<file path="src/rtl/alu_result_tx.sv">
// Serializes a latched ALU result word LSB-first toward the UART transmitter,
// and passes ECHO bytes through combinationally while no result is pending.
module alu_result_tx #(
    parameter int WIDTH_BYTES = 8
) (
    input  logic                     clk,
    input  logic                     rst,
    input  logic [8*WIDTH_BYTES-1:0] result_i,
    input  logic [3:0]               len_i,
    input  logic                     result_valid_i,
    output logic                     result_ready_o,
    input  logic [7:0]               echo_data_i,
    input  logic                     echo_valid_i,
    output logic                     echo_ready_o,
    output logic [7:0]               data_o,
    output logic                     valid_o,
    input  logic                     ready_i,
    output logic                     busy_o
);
    localparam int         W        = 8 * WIDTH_BYTES;
    localparam logic [3:0] FULL_LEN = 4'(WIDTH_BYTES);

    typedef enum logic {IDLE, SEND} state_t;

    state_t         state_q, state_d;
    logic [W-1:0]   shift_q, shift_d;
    logic [3:0]     remain_q, remain_d;
    logic [3:0]     eff_len;

    // Zero or an over-long length request means the whole word.
    assign eff_len = (len_i == 4'd0 || len_i > FULL_LEN) ? FULL_LEN : len_i;

    always_ff @(posedge clk) begin
        if (rst) begin
            state_q  <= IDLE;
            shift_q  <= '0;
            remain_q <= 4'd0;
        end else begin
            state_q  <= state_d;
            shift_q  <= shift_d;
            remain_q <= remain_d;
        end
    end

    always_comb begin
        state_d        = state_q;
        shift_d        = shift_q;
        remain_d       = remain_q;
        result_ready_o = 1'b0;
        echo_ready_o   = 1'b0;
        valid_o        = 1'b0;
        data_o         = echo_data_i;
        busy_o         = 1'b0;
        unique case (state_q)
            IDLE: begin
                // A pending result blocks the ECHO path so the result wins ties.
                result_ready_o = ~rst;
                valid_o        = echo_valid_i & ~result_valid_i & ~rst;
                echo_ready_o   = ready_i & ~result_valid_i & ~rst;
                if (result_valid_i) begin
                    shift_d  = result_i;
                    remain_d = eff_len;
                    state_d  = SEND;
                end
            end
            SEND: begin
                valid_o = ~rst;
                data_o  = shift_q[7:0];
                busy_o  = 1'b1;
                if (ready_i) begin
                    shift_d  = shift_q >> 8;
                    remain_d = remain_q - 4'd1;
                    if (remain_q == 4'd1) begin
                        state_d = IDLE;
                    end
                end
            end
            default: state_d = IDLE;
        endcase
    end
endmodule
</file>
<file path="config.mk">
export PLATFORM = sky130hd
export DESIGN_NAME = alu_result_tx
export DESIGN_NICKNAME = d
export VERILOG_FILES = /design/src/rtl/alu_result_tx.sv
export SDC_FILE = /design/constraint.sdc
export NUM_CORES = 1
export LEC_CHECK = 0
export ABC_AREA = 1
export BUFFER_PORTS_ARGS = -buffer_cell sky130_fd_sc_hd__buf_2
export CORE_ASPECT_RATIO = 0.75
export CORE_UTILIZATION = 41
export CTS_CLUSTER_DIAMETER = 60
export DETAILED_ROUTE_END_ITERATION = 10
export MAX_ROUTING_LAYER = met4
export PLACE_DENSITY = 0.68
export SLEW_MARGIN = 10
export SYNTH_ARGS = -nofsm -noshare
export SYNTH_HDL_FRONTEND = slang
export SYNTH_SLANG_ARGS = --single-unit
</file>
<file path="constraint.sdc">
create_clock -name clk -period 3.9 [get_ports clk]
set_clock_uncertainty 0.1 [all_clocks]
set_input_delay 0.39 -clock clk [delete_from_list [all_inputs] [get_ports clk]]
set_output_delay 0.39 -clock clk [all_outputs]
set_load 0.02 [all_outputs]
</file>
==> metrics.md <==
| Metric | Value |
|---|---|
| Total power | `1.72 mW` |
| Die Footprint | `7850 sq um` |
| Crit path cell chain | `inv_4 > nand2_2 > nand2_4 > inv_2 > nand2_1 > a21oi_1` |
| Maxcap violations | `0` |
| Cts hold-fix bufs | `0` |
| Setup Total Neg Slack | `0 ps` |
| Post-layout min period | `2430 ps` |
| Area share of fa/ha/maj cells after synthesis | `0.00814` |
| Fraction of final layout cells sized beyond drive strength 1 | `0.228` |
| Vias post-DR | `3018` |
| Vias in the first global route | `2687` |
| Synth Area in Simple Gates | `0.221` |
| Place WS | `1430 ps` |
| Top Ports | `93` |
| Clk root buf | `clkbuf_8` |
| Area of the multi-input gates | `1460 sq um` |
| Mapped Nets | `513` |
| P_leak | `1.63 nW` |
| Fillcell total | `757` |
| Post-Syn Area | `3070 sq um` |
| Register share of total power | `0.478` |
| H-tree levels | `3` |
| Post-synthesis compound-gate area fraction | `0.244` |
| Initial Utilization | `0.437` |
| Worst relative slew slack | `0.281` |
| Wire per inst | `12.6 um` |
| Die Width | `102 um` |
| Tcrit/Tclk final | `0.623` |
| CP max stage delay | `840 ps` |
| Most frequent cells in the layout | `nand2_1 (162), buf_2 (92), dfxtp_1 (68)` |
| Final WL | `7580 um` |
| Worst EP required | `4040 ps` |
| Flops & latches, synth | `69` |
| Pin count of the biggest net entering global routing | `121` |
| Switching part of the total | `0.290` |
| CP startpoint kind | `flip-flop` |
| Post-Syn Area per Cell | `7.15 sq um` |
| Netlist cell types | `20` |
| GR Overflow Total | `0` |
| Critical path class | `flip-flop to flip-flop` |
| CTS clock-pin slew for the worst setup and hold paths | `70 ps` |
| PwrDens | `464 nW/um^2` |
| Post-CTS Resized | `0` |
| Clock Sinks | `69` |
| CP Max Fanout | `120` |
| Residual DRC | `0` |
| Syn-to-layout area delta | `20.1%` |
| Skew-Pair Late Insertion Delay | `350 ps` |
| Die Ht | `77.0 um` |
| Ant diodes | `0` |
| Final setup vio count | `0` |
| Mapped Cells | `430` |
| Hold Path Class | `primary input to flip-flop` |
| Global placer's final weighted congestion | `0.834` |
| WP data arrival | `2560 ps` |
| DRT iter0 DRCs | `135` |
| Largest family of logic cells by synthesized area | `compound AO/OA/AOI/OAI gates` |
| Final Worst Setup Slack | `1470 ps` |
| Fmax achieved | `412 MHz` |
| First-pass GRT wire length | `12500 um` |
| Nets | `583` |
| CTS tree | `done` |
| Vias/cell | `5.00` |
| HPWL Detailed | `4990 um` |
| Final hold violations | `0` |
| Core ar. | `7030 sq um` |
| Worst path bufs/invs | `2` |
| Post-synthesis mux area share | `0` |
| Setup bufs post-CTS | `0` |
| Buffers on Ports | `92` |
| Clk pwr share | `0.350` |
| YS warnings | `0` |
| CP delay by family, top | `simple AND/OR/NAND/NOR gates` |
| P_sw | `0.498 mW` |
| Maximum VDD drop | `0.000187 V` |
| Row count | `26` |
| Maximum clock path buffer count | `2` |
| TritonCTS Buffers | `9` |
| Gate power share | `0.172` |
| Drt pass-1 iters | `4` |
| Sequential cell area | `1380 sq um` |
| Commonest non-fill, non-tap cell in the layout | `nand2_1` |
| XOR/XNOR share of the synthesized area | `0` |
| Max Slew Vio Count | `0` |
| Post-route antenna net violation count | `0` |
| Initial antenna violation count | `0` |
| Unrepaired setup endpoints after global routing | `no` |
| Worst-Margin Slew | `1080 ps` |
| Crit end category | `flip-flop` |
| GRT Util Overall | `0.208` |
| Status | `finished clean` |
| Int Pwr | `1.22 mW` |
| Seq/Total Area, Yosys | `0.449` |
| Slowest CP cell | `nand2_4` |
## synth_stat cells
cell / n / share of area
nand2_1: 162 / 0.20
dfxtp_1: 69 / 0.45
a31oi_1: 57 / 0.12
o21ai_1: 41 / 0.067
o21ai_0: 23 / 0.037
clkbuf_1: 16 / 0.020
a21oi_1: 13 / 0.021
buf_2: 12 / 0.020
nor2_1: 10 / 0.012
inv_1: 8 / 0.0098
buf_6: 6 / 0.022
nand3_1: 3 / 0.0049
ha_1: 2 / 0.0081
nand2_2: 2 / 0.0041
buf_4: 1 / 0.0024
clkinv_1: 1 / 0.0012
inv_2: 1 / 0.0012
inv_4: 1 / 0.0020
nand4_1: 1 / 0.0020
o31ai_1: 1 / 0.0024
## metal layers
layer | GRT usage | vias to the layer above | part of all wire
li1 | - | 1610 | -
met1 | 0.275 | 1325 | 0.48
met2 | 0.313 | 75 | 0.45
met3 | 0.0593 | 8 | 0.052
met4 | 0.0471 | 0 | 0.012
met5 | - | - | 0
## area by class of cell
cell class              instances  area share
clock inverters                 5      0.0159
clock buffers                  11      0.0410
inverters                      11      0.0119
repair buffers                 94       0.129
multi-input cells             315       0.395
well taps                      98      0.0332
flip-flops and latches         69       0.374
## worst reg2reg max path, delay by kind of cell, from the launching register on
kind,cells,cell delay [ps]
AO/OA/AOI/OAI,1,60
buffers and inverters,2,660
flip-flops,1,340
AND/OR/NAND/NOR,3,1160
## registers in the layout, indices dropped and copies added, names as in the netlist
name and count:
state_q 1, shift_q 64, remain_q 4
## kinds of logic (layout without fill, tap and decap cells)
group | Yosys count | after routing
AND/OR/NAND/NOR | 178 | 178
AO/OA/AOI/OAI | 135 | 135
buffers and inverters | 46 | 121
flip-flops | 69 | 69
adder cells (fa/ha/maj) | 2 | 2
## metrics by stage
stage | hold slack [ps] | utilization | cells | cell area, sq um
5_1_grt | 188 | 0.526 | 603 | 3690
4_1_cts | 176 | 0.526 | 603 | 3690
3_5_place_dp | 354 | 0.496 | 587 | 3480
2_1_floorplan | 339 | - | 430 | 3070
3_3_place_gp | 352 | 0.496 | 587 | 3480
6_report | 191 | 0.526 | 603 | 3690
## power by group through the flow
stage	registers, mW	clock network (mW)	logic [mW]
after CTS	0.820	0.615	0.298
after detailed placement	0.835	0	0.297
final	0.820	0.600	0.295
after floorplan	0.822	0	0.226
after global routing	0.829	0.637	0.337
after global placement	0.833	0	0.291
## path summary, 6_finish.rpt
| kind | from | end | slack [ps] | depth (start not counted) |
|---|---|---|---|---|
| max reg2reg | state_q$_SDFF_PP0_ | shift_q[61]$_SDFFE_PP0P_ | 1470 | 6 |
| min reg2reg | shift_q[63]$_SDFFE_PP0P_ | shift_q[63]$_SDFFE_PP0P_ | 360 | 2 |
| min | result_i[63] | shift_q[63]$_SDFFE_PP0P_ | 190 | 3 |
| max | state_q$_SDFF_PP0_ | shift_q[61]$_SDFFE_PP0P_ | 1470 | 6 |
(Power assumes the default switching activity.)
